`src/rtl/mem2_arbiter.sv`:
```
// mem2_arbiter: shares OTTER data-memory port 2 between the CPU and a DMA engine.
// The CPU has priority, but a starvation counter guarantees the DMA a slot.
module mem2_arbiter #(
    parameter int ADDR_W       = 32,
    parameter int DATA_W       = 32,
    parameter int STARVE_LIMIT = 4
) (
    input  logic              clk,
    input  logic              rst_n,
    input  logic              cpu_req,
    input  logic              cpu_we,
    input  logic [ADDR_W-1:0] cpu_addr,
    input  logic [DATA_W-1:0] cpu_wdata,
    input  logic [1:0]        cpu_size,
    input  logic              cpu_sign,
    output logic              cpu_gnt,
    output logic              cpu_rvalid,
    output logic [DATA_W-1:0] cpu_rdata,
    input  logic              dma_req,
    input  logic              dma_we,
    input  logic [ADDR_W-1:0] dma_addr,
    input  logic [DATA_W-1:0] dma_wdata,
    input  logic [1:0]        dma_size,
    input  logic              dma_sign,
    output logic              dma_gnt,
    output logic              dma_rvalid,
    output logic [DATA_W-1:0] dma_rdata,
    output logic [ADDR_W-1:0] mem_addr,
    output logic [DATA_W-1:0] mem_wdata,
    output logic              mem_write,
    output logic              mem_read,
    output logic [1:0]        mem_size,
    output logic              mem_sign,
    input  logic [DATA_W-1:0] mem_rdata
);
    typedef enum logic [1:0] {OWN_NONE, OWN_CPU, OWN_DMA} owner_t;

    localparam logic [3:0] LIMIT = 4'(STARVE_LIMIT);

    logic [3:0] starve_cnt_q, starve_cnt_d;
    owner_t     rd_owner_q, rd_owner_d;
    logic       sel_dma;

    always_comb begin
        // rst_n gates the grants so nothing reaches memory while reset is held
        sel_dma      = rst_n & dma_req & (~cpu_req | (starve_cnt_q >= LIMIT));
        dma_gnt      = sel_dma;
        cpu_gnt      = rst_n & cpu_req & ~sel_dma;
        mem_addr     = sel_dma ? dma_addr : cpu_addr;
        mem_wdata    = sel_dma ? dma_wdata : cpu_wdata;
        mem_size     = sel_dma ? dma_size : cpu_size;
        mem_sign     = sel_dma ? dma_sign : cpu_sign;
        mem_read     = (cpu_gnt & ~cpu_we) | (dma_gnt & ~dma_we);
        mem_write    = (cpu_gnt & cpu_we) | (dma_gnt & dma_we);
        cpu_rvalid   = rst_n & (rd_owner_q == OWN_CPU);
        dma_rvalid   = rst_n & (rd_owner_q == OWN_DMA);
        cpu_rdata    = mem_rdata;
        dma_rdata    = mem_rdata;
        starve_cnt_d = (dma_req & ~dma_gnt) ? starve_cnt_q + {3'b000, starve_cnt_q != 4'hf} : 4'h0;
        rd_owner_d   = (cpu_gnt & ~cpu_we) ? OWN_CPU : (dma_gnt & ~dma_we) ? OWN_DMA : OWN_NONE;
    end

    always_ff @(posedge clk or negedge rst_n) begin
        if (!rst_n) begin
            starve_cnt_q <= 4'h0;
            rd_owner_q   <= OWN_NONE;
        end else begin
            starve_cnt_q <= starve_cnt_d;
            rd_owner_q   <= rd_owner_d;
        end
    end
endmodule
```
`config.mk`:
```
export PLATFORM = sky130hd
export DESIGN_NAME = mem2_arbiter
export DESIGN_NICKNAME = d
export VERILOG_FILES = /design/src/rtl/mem2_arbiter.sv
export SDC_FILE = /design/constraint.sdc
export NUM_CORES = 1
export LEC_CHECK = 0
export CELL_PAD_IN_SITES_DETAIL_PLACEMENT = 1
export CELL_PAD_IN_SITES_GLOBAL_PLACEMENT = 1
export CORE_AREA = 4 4 119 121
export CTS_BUF_LIST = sky130_fd_sc_hd__clkbuf_4 sky130_fd_sc_hd__clkbuf_8 sky130_fd_sc_hd__clkbuf_16
export CTS_CLUSTER_SIZE = 28
export DETAILED_ROUTE_END_ITERATION = 8
export DIE_AREA = 0 0 123 125
export DONT_BUFFER_PORTS = 1
export GPL_TIMING_DRIVEN = 1
export PLACE_DENSITY = 0.35
export SYNTH_ARGS = -nofsm -noshare
export SYNTH_HDL_FRONTEND = slang
export SYNTH_SLANG_ARGS = --single-unit
```
`constraint.sdc`:
```
create_clock -name clk -period 2 [get_ports clk]
set_input_delay 0.1 -clock clk [delete_from_list [all_inputs] [get_ports clk]]
set_output_delay 0.1 -clock clk [all_outputs]
set_load 0.01 [all_outputs]
```
==> results of run 1 <==
==> flip-flops by register name (all words and copies together) (netlist names) <==
signal and cells:
starve_cnt_q 4, rd_owner_q 2
==> layer usage <==
metal | vias up | global-route usage (%) | wire length [um]
met4 | 0 | 3.00 | 151
met5 | - | 0 | 0
li1 | 386 | - | -
met3 | 19 | 2.57 | 869
met1 | 427 | 4.68 | 1430
met2 | 131 | 9.39 | 2500
==> timing repair <==
item / 4_1_cts / 5_1_grt
hold buffers: 2 / 0
endpoints found under the setup margin: 0 / 1
endpoints found under the hold margin: 7 / 0
gates resized for setup: 0 / 1
==> logic make-up after synthesis <==
family	Yosys count
buffers and inverters	74
multiplexers	69
AND/OR/NAND/NOR	15
flip-flops	6
XOR/XNOR	2
adder cells (fa/ha/maj)	2
AO/OA/AOI/OAI	1
==> worst min path at each step <==
stage                                end  depth (start not counted)    start
6_report       starve_cnt_q[2]$_DFF_PN0_                          1  dma_req
5_1_grt        starve_cnt_q[0]$_DFF_PN0_                          1  dma_req
4_1_cts        starve_cnt_q[0]$_DFF_PN0_                          1  dma_req
3_5_place_dp     rd_owner_q[0]$_DFF_PN0_                          0    rst_n
3_3_place_gp     rd_owner_q[0]$_DFF_PN0_                          0    rst_n
2_1_floorplan    rd_owner_q[0]$_DFF_PN0_                          0    rst_n
==> report_power, final <==
group / switching [W] / internal (W) / total [W] / leakage (nW)
clock: 0.0000655 / 0.000256 / 0.000322 / 0.0370
combinational: 0.000134 / 0.0000965 / 0.000230 / 0.412
sequential: 0.00000493 / 0.000128 / 0.000133 / 0.0810
total: 0.000204 / 0.000481 / 0.000685 / 0.530
==> critical path: cells and delay by family (launching register included) <==
kind / cells / cell delay, ns
mux: 1 / 0.44
buf+inv: 1 / 0.28
compound gates: 1 / 0.36
flops: 1 / 0.43
==> layout by cell type (no fill, tap or decap), drive strengths merged <==
cell type / count
mux2: 68
nand3: 1
xor2: 1
xnor2: 1
nand2: 2
dfrtp: 6
buf: 2
clkbuf: 3
ha: 2
and3b: 1
nand4: 1
o311ai: 1
dlygate4sd3: 2
inv: 2
mux2i: 1
or2: 1
nor2: 4
and3: 5
==> area by class of cell <==
cell class	count	area (um^2)	area share, %
sequential	6	150	10.5
inverter	2	7.51	0.525
multi-input combinational	89	925	64.7
tap	176	220	15.4
timing repair buffer	4	51.3	3.59
clock buffer	3	75.1	5.25
==> stage by stage <==
stage                     std cells  cell area, um^2  util [%]  setup slack (ns)  total power, W
after CTS                       280             1430      10.9            0.0901        0.000701
final                           280             1430      10.9             0.125        0.000685
after global routing            280             1430      10.9            0.0515        0.000726
after floorplan                 169             1650         -             0.491        0.000472
after detailed placement        275             1330      10.2             0.338        0.000363
after global placement          275             1330      10.2             0.364        0.000364
==> flow_summary.json, run 1 <==
{
  "clkSlewWorstSetupHoldPaths_ns": 0.03,
  "area_growth_pct": -13.2,
  "synth_common_cells": "buf_4, mux2_1, mux2_2",
  "drtIter0Drc": 24,
  "endpoint": "mem_addr[25]",
  "routabilityCongestion": 0.657,
  "setup_viol": 0,
  "fin_hold_ws_ns": 0.0289,
  "start_kind": "flip-flop",
  "grt_pass1_wl_mm": 6.12,
  "post-cts-setup-buffers": 0,
  "die-area_um2": 15400,
  "synth_fp_nets": 343,
  "min_period_ns": 1.88,
  "rows": 42,
  "clockBufferDepth": 2,
  "timing.setup.tns_ns": 0,
  "cts.sinks": 6,
  "fin_nets": 280,
  "worstSetupPathType": "flip-flop to output pin",
  "synth_top_family_by_area": "multiplexers",
  "antennaDiodeCount": 0,
  "cts_made_buffers": 3,
  "power.leakage_nw": 0.530,
  "cp.arrival_ns": 1.78,
  "power_density_nw_per_um2": 480,
  "drive_above_1_share_pct": 31.7,
  "period_share_pct": 93.8,
  "slew_headroom_pct": 77.9,
  "rrSetupSlack_ns": 0.59,
  "synth_seq_area_share_pct": 9.13,
  "synth-xor-area-share_pct": 1.06,
  "synthAdderAreaFrac_pct": 1.52,
  "drt-pass1-iter-count": 2,
  "reg2reg_depth": 4,
  "drv_slew": 0,
  "htree_levels": 1,
  "antenna_found_initial": 0,
  "die_h_um": 125,
  "yosysTopAreaCellShare_pct": 30.1,
  "fillers": 1518,
  "synth_cell_types": 19,
  "initial_core_util_pct": 12.6,
  "critPathRequiredTime_ns": 1.90,
  "cts_root_buf": "clkbuf_16",
  "synthSimpleGateAreaFrac_pct": 4.87,
  "synth_edf_count": 0,
  "synthMuxAreaShare_pct": 47.1,
  "cp_cell_sequence": "o311ai_4 -> buf_12 -> mux2_1",
  "synth_area_um2": 1650,
  "port_buffers": 0,
  "reg2reg_to": "rd_owner_q[0]$_DFF_PN0_",
  "vias_per_cell": 3.44,
  "io-pin-count": 309,
  "rsz0062_at_grt": "no",
  "yosys_register_bits": 6,
  "avgRoutedWirePerCell_um": 17.7,
  "clk_latency_ns": 0.23,
  "syn_avg_cell_area_um2": 9.74,
  "hold_viol": 0,
  "cpPeakStageDelay_ns": 0.44,
  "synthArstFlopShare_pct": 100,
  "wl_mm": 4.95,
  "peakVddDrop_mv": 0.159,
  "startpoint": "starve_cnt_q[2]$_DFF_PN0_",
  "worst_pin_slew_ns": 0.330,
  "min_path_type": "input port to flip-flop",
  "cp_max_fo": 47,
  "die_x_um": 123,
  "drc_errors": 0,
  "synth.most_common_cell": "buf_4",
  "overflow": 0,
  "synth_compound_area_share_pct": 1.60,
  "route.antenna.remaining_nets": 0,
  "outcome": "finished, final reports clean",
  "yosys_warnings": 0,
  "netlist_top_cells_area": "buf_4, mux2_1, mux2_2",
  "cts_tree": "yes",
  "finClkSkew_ns": 0.000739,
  "synth-main-ff-cell": "dfrtp_1",
  "cap_viol_max_count": 0,
  "netlist_instances": 169,
  "yosysTopAreaCell": "buf_4",
  "fmax_mhz": 533,
  "core_area_um2": 13100,
  "cpMaxStageDelayCell": "mux2_1",
  "worstSetupEndpointType": "output pin",
  "reg2reg_from": "starve_cnt_q[2]$_DFF_PN0_",
  "grt_max_degree": 48,
  "vias": 963,
  "grt_pass1_vias": 1031,
  "track_usage_pct": 5.23
}
No activity file was read; power rests on OpenSTA's default activity.
==> run 2, diff against run 1 <==
==> config.mk (replaced) <==
export PLATFORM = sky130hd
export DESIGN_NAME = mem2_arbiter
export DESIGN_NICKNAME = d
export VERILOG_FILES = /design/src/rtl/mem2_arbiter.sv
export SDC_FILE = /design/constraint.sdc
export NUM_CORES = 1
export LEC_CHECK = 0
export CORE_AREA = 4 4 118 120
export CTS_BUF_LIST = sky130_fd_sc_hd__clkbuf_4 sky130_fd_sc_hd__clkbuf_8 sky130_fd_sc_hd__clkbuf_16
export CTS_CLUSTER_SIZE = 28
export DETAILED_ROUTE_END_ITERATION = 8
export DIE_AREA = 0 0 122 124
export DONT_BUFFER_PORTS = 1
export GPL_TIMING_DRIVEN = 1
export PLACE_DENSITY = 0.3
export SYNTH_ARGS = -nofsm -noshare
export SYNTH_HDL_FRONTEND = slang
export SYNTH_SLANG_ARGS = --single-unit
==> run 2 against run 1 <==
  * Sequential power is essentially flat
  * Register-to-register slack got worse by 0.06 ns
  * Critical path type unchanged
  * Sequential cell count is the same
  * Combinational power hardly changed
  * Largest power group unchanged
  * Critical path depth is the same
  * Final area increased by 1.7%
  * First-iteration DRC count decreased by 75%
  * Total power up 0.83%
  * Worst setup slack better by 0.012 ns
==> flow_summary.json, run 2 (synthesized netlist as in run 1, its figures left out) <==
{
  "outcome": "finished, final reports clean",
  "die-area_um2": 15100,
  "largest-register": "starve_cnt_q",
  "reg2reg_depth": 5,
  "wl_mm": 5.06,
  "final_common_cell": "mux2_1",
  "reg2reg_from": "starve_cnt_q[2]$_DFF_PN0_",
  "largest_reg_flops": 4,
  "clkSlewWorstSetupHoldPaths_ns": 0.03,
  "fin_nets": 282,
  "reg2reg_to": "rd_owner_q[0]$_DFF_PN0_",
  "avgRoutedWirePerCell_um": 17.9,
  "start_kind": "flip-flop",
  "core_area_um2": 13000,
  "hold_viol": 0,
  "drt-pass1-iter-count": 3,
  "grt_max_degree": 46,
  "drv_slew": 0,
  "die_h_um": 124,
  "grt_pass1_wl_mm": 6.08,
  "vias": 982,
  "post-cts-setup-buffers": 0,
  "cp.arrival_ns": 1.76,
  "worst_pin_slew_ns": 0.343,
  "fillers": 1492,
  "power.leakage_nw": 0.545,
  "layout_common_cells": "mux2_1, mux2_2, dfrtp_1",
  "critPathRequiredTime_ns": 1.90,
  "area_growth_pct": -11.7,
  "cap_viol_max_count": 0,
  "overflow": 0,
  "finClkSkew_ns": 0.00197,
  "peakVddDrop_mv": 0.111,
  "htree_levels": 1,
  "antennaDiodeCount": 0,
  "fmax_mhz": 537,
  "top_regs": "starve_cnt_q (4), rd_owner_q (2)",
  "die_x_um": 122,
  "min_path_type": "input port to flip-flop",
  "whs_path_depth": 1,
  "slew_headroom_pct": 77.1,
  "hold_start": "dma_req",
  "rrSetupSlack_ns": 0.53,
  "period_share_pct": 93.2,
  "fin_hold_ws_ns": 0.0219,
  "worstSetupEndpointType": "output pin",
  "routabilityCongestion": 0.681,
  "worstSetupPathType": "flip-flop to output pin",
  "rows": 42,
  "clk_latency_ns": 0.23,
  "track_usage_pct": 5.50,
  "power_density_nw_per_um2": 476,
  "drive_above_1_share_pct": 33.0,
  "initial_core_util_pct": 12.7,
  "hpwl_mm": 4.53,
  "cts_made_buffers": 3,
  "vias_per_cell": 3.48,
  "clockBufferDepth": 2,
  "cts_tree": "yes",
  "cts.sinks": 6,
  "route.antenna.remaining_nets": 0,
  "cts_root_buf": "clkbuf_16",
  "hold_end": "starve_cnt_q[0]$_DFF_PN0_",
  "io-pin-count": 309,
  "setup_viol": 0,
  "antenna_found_initial": 0,
  "rsz0062_at_grt": "no",
  "drtIter0Drc": 6,
  "min_period_ns": 1.86,
  "cp_max_fo": 45,
  "grt_pass1_vias": 1012,
  "drc_errors": 0,
  "port_buffers": 0,
  "timing.setup.tns_ns": 0
}
-- run 2: cell count changes in the layout (fill, tap and decap cells not counted), sizes merged --
cell  previous run  this run
buf              2         4
-- run 2: worst max path at each step --
| stage | from | to | slack [ns] | cells past startpoint |
|---|---|---|---|---|
| after global routing | starve_cnt_q[2]$_DFF_PN0_ | mem_wdata[10] | 0.08 | 3 |
| after floorplan | starve_cnt_q[2]$_DFF_PN0_ | mem_addr[20] | 0.49 | 4 |
| after detailed placement | starve_cnt_q[2]$_DFF_PN0_ | mem_wdata[15] | 0.37 | 3 |
| after CTS | starve_cnt_q[2]$_DFF_PN0_ | mem_wdata[15] | 0.13 | 3 |
| final | starve_cnt_q[2]$_DFF_PN0_ | mem_wdata[15] | 0.14 | 3 |
| after global placement | starve_cnt_q[2]$_DFF_PN0_ | mem_wdata[9] | 0.40 | 3 |
-- run 2: per-stage QoR --
stage | worst slack [ns] | std cells | instance area (um^2) | power [W] | utilization [%]
after floorplan | 0.491 | 169 | 1650 | 0.000472 | -
after global placement | 0.401 | 277 | 1360 | 0.000366 | 10.5
after detailed placement | 0.374 | 277 | 1360 | 0.000363 | 10.5
after CTS | 0.128 | 282 | 1450 | 0.000702 | 11.2
after global routing | 0.0849 | 282 | 1450 | 0.000725 | 11.2
final | 0.136 | 282 | 1450 | 0.000691 | 11.2
-- run 2: critical path, stage by stage, from the launching register on --
cell	delay (ns)
dfrtp_1	0.42
o311ai_4	0.38
buf_12	0.27
mux2_1	0.41
-- run 2: area by class of cell --
cell class                      count  area, um^2  share of cell area (%)
Multi-Input combinational cell     89         925                    63.7
Tap cell                          176         220                    15.2
Sequential cell                     6         150                    10.3
Clock buffer                        3        75.1                    5.17
Inverter                            2        7.51                   0.517
Timing Repair Buffer                6        75.1                    5.17
-- run 2: power by group --
group,internal (W),switching (W)
clock,0.000257,0.0000690
combinational,0.000101,0.000132
sequential,0.000128,0.00000494
-- run 2: per-layer routing --
metal  routed length (um)  global-route usage, %  up-vias
met5                    0                      0        -
met1                 1690                   5.53      423
met2                 2310                   9.39      147
met4                  161                   3.29        0
li1                     -                      -      391
met3                  894                   2.50       21
-- run 2: timing repair --
action | CTS | global route
endpoints found under the hold margin | 7 | 0
hold buffers | 2 | 0
resized for setup | 0 | 0
==> run 3, diff against run 2 <==
--- a/config.mk
+++ b/config.mk
@@ -6,7 +6,7 @@
 export NUM_CORES = 1
 export LEC_CHECK = 0
 export CORE_AREA = 4 4 118 120
-export CTS_BUF_LIST = sky130_fd_sc_hd__clkbuf_4 sky130_fd_sc_hd__clkbuf_8 sky130_fd_sc_hd__clkbuf_16
+export CTS_BUF_LIST = sky130_fd_sc_hd__clkbuf_4 sky130_fd_sc_hd__clkbuf_8
 export CTS_CLUSTER_SIZE = 28
 export DETAILED_ROUTE_END_ITERATION = 8
 export DIE_AREA = 0 0 122 124
==> run 3 against run 2 <==
  * Final cell count did not move
  * Highest routed layer unchanged
  * Fmax rose by 0.59%
  * Global-route usage barely moved
  * Largest power group is now combinational logic
  * Core utilization fell by 0.26 points
  * Total power fell by 21%
  * Register-to-register slack barely moved
  * Sequential power barely moved
  * Die area did not move
  * Non-clock buffer count did not move
  * First-iteration DRC count rose by 33%
  * Routed wire length barely moved
  * Combinational power barely moved
==> flow_summary.json, run 3 (synthesized netlist as in run 1, its figures left out) <==
{
  "outcome": "finished, final reports clean",
  "power_density_nw_per_um2": 383,
  "finClkSkew_ns": 0.00183,
  "antenna_found_initial": 0,
  "worstSetupEndpointType": "output pin",
  "cp.arrival_ns": 1.75,
  "die_x_um": 122,
  "drv_slew": 0,
  "fmax_mhz": 540,
  "start_kind": "flip-flop",
  "critPathRequiredTime_ns": 1.90,
  "grt_pass1_vias": 999,
  "cts.sinks": 6,
  "hold_start": "dma_req",
  "core_area_um2": 13000,
  "power_w": 0.000543,
  "clockBufferDepth": 2,
  "cts_hold_buffers": 2,
  "cp_cell_sequence": "o311ai_4 -> buf_12 -> mux2_1",
  "layout_common_cells": "mux2_1, mux2_2, dfrtp_1",
  "cts_made_buffers": 3,
  "clk_latency_ns": 0.22,
  "power.leakage_nw": 0.530,
  "largest_reg_flops": 4,
  "startpoint": "starve_cnt_q[2]$_DFF_PN0_",
  "initial_core_util_pct": 12.7,
  "met1_usage_pct": 5.53,
  "worstSetupPathType": "flip-flop to output pin",
  "drt-pass1-iter-count": 4,
  "port_buffers": 0,
  "rows": 42,
  "busiest_layer": "met2",
  "grt_util_met2_pct": 9.43,
  "die_h_um": 124,
  "grt_max_degree": 46,
  "fillers": 1496,
  "peakVddDrop_mv": 0.0691,
  "place_ws_ns": 0.374,
  "min_period_ns": 1.85,
  "vias": 982,
  "post-cts-setup-buffers": 0,
  "cp_max_fo": 45,
  "htree_levels": 1,
  "grt_pass1_wl_mm": 6.06,
  "route.antenna.remaining_nets": 0,
  "reg2reg_from": "starve_cnt_q[2]$_DFF_PN0_",
  "vias_per_cell": 3.48,
  "cap_viol_max_count": 0,
  "drive_above_1_share_pct": 33.0,
  "io-pin-count": 309,
  "track_usage_pct": 5.46,
  "die-area_um2": 15100,
  "hpwl_mm": 4.53,
  "drc_errors": 0,
  "cpMaxStageDelayCell": "dfrtp_1",
  "period_share_pct": 92.6,
  "top_regs": "starve_cnt_q (4), rd_owner_q (2)",
  "drtIter0Drc": 8,
  "antennaDiodeCount": 0,
  "min_path_type": "input port to flip-flop",
  "cpPeakStageDelay_ns": 0.42,
  "reg2reg_depth": 5,
  "cts_tree": "yes",
  "avgRoutedWirePerCell_um": 17.9,
  "whs_path_depth": 1,
  "overflow": 0,
  "cts_root_buf": "clkbuf_8",
  "setup_viol": 0,
  "wl_mm": 5.05,
  "ctsResizeCount": 0,
  "timing.setup.tns_ns": 0,
  "slew_headroom_pct": 77.1,
  "largest-register": "starve_cnt_q",
  "fin_hold_ws_ns": 0.0337,
  "layout_setup_ws_ns": 0.147,
  "area_growth_pct": -13.8,
  "routabilityCongestion": 0.681,
  "use_met3_pct": 2.36,
  "hold_viol": 0,
  "final_common_cell": "mux2_1",
  "clkSlewWorstSetupHoldPaths_ns": 0.04,
  "rsz0062_at_grt": "no",
  "fin_nets": 282,
  "worst_pin_slew_ns": 0.343
}
==> run 3: final cells by class <==
type                            count  area [um^2]  share of cell area [%]
Tap cell                          176          220                    15.5
Clock buffer                        3         41.3                    2.91
Multi-Input combinational cell     89          925                    65.2
Inverter                            2         7.51                   0.529
Timing Repair Buffer                6         75.1                    5.29
Sequential cell                     6          150                    10.6
==> run 3: worst max-delay path, delay by kind of cell, from the launching register on <==
family                 cells  cell delay [ns]
AOI/OAI and AO/OA          1             0.38
buffers and inverters      1             0.27
DFF                        1             0.42
muxes                      1             0.41
==> run 3: metrics by stage <==
step / area, um^2 / utilization (%) / instances
5_1_grt: 1420 / 10.9 / 282
4_1_cts: 1420 / 10.9 / 282
6_report: 1420 / 10.9 / 282
3_5_place_dp: 1360 / 10.5 / 277
3_3_place_gp: 1360 / 10.5 / 277
2_1_floorplan: 1650 / - / 169
==> run 3: path summary, 6_finish.rpt <==
path	end	slack (ns)
setup / recovery	mem_wdata[15]	0.15
min in group asynchronous	starve_cnt_q[0]$_DFF_PN0_	0.21
hold reg to reg	starve_cnt_q[0]$_DFF_PN0_	0.63
hold / removal	starve_cnt_q[0]$_DFF_PN0_	0.03
setup reg to reg	rd_owner_q[0]$_DFF_PN0_	0.53
max in group asynchronous	starve_cnt_q[2]$_DFF_PN0_	1.56
==> run 3: metal layers <==
metal	wire (um)	vias up
met5	0	-
met4	147	0
met3	892	21
met2	2340	147
met1	1670	422
li1	-	392
==> run 3: power by group <==
group          total (W)  internal, W  leakage [nW]  switching, W
clock network   0.000178     0.000129        0.0216     0.0000486
logic           0.000233     0.000101         0.427      0.000132
registers       0.000133     0.000128        0.0810    0.00000501
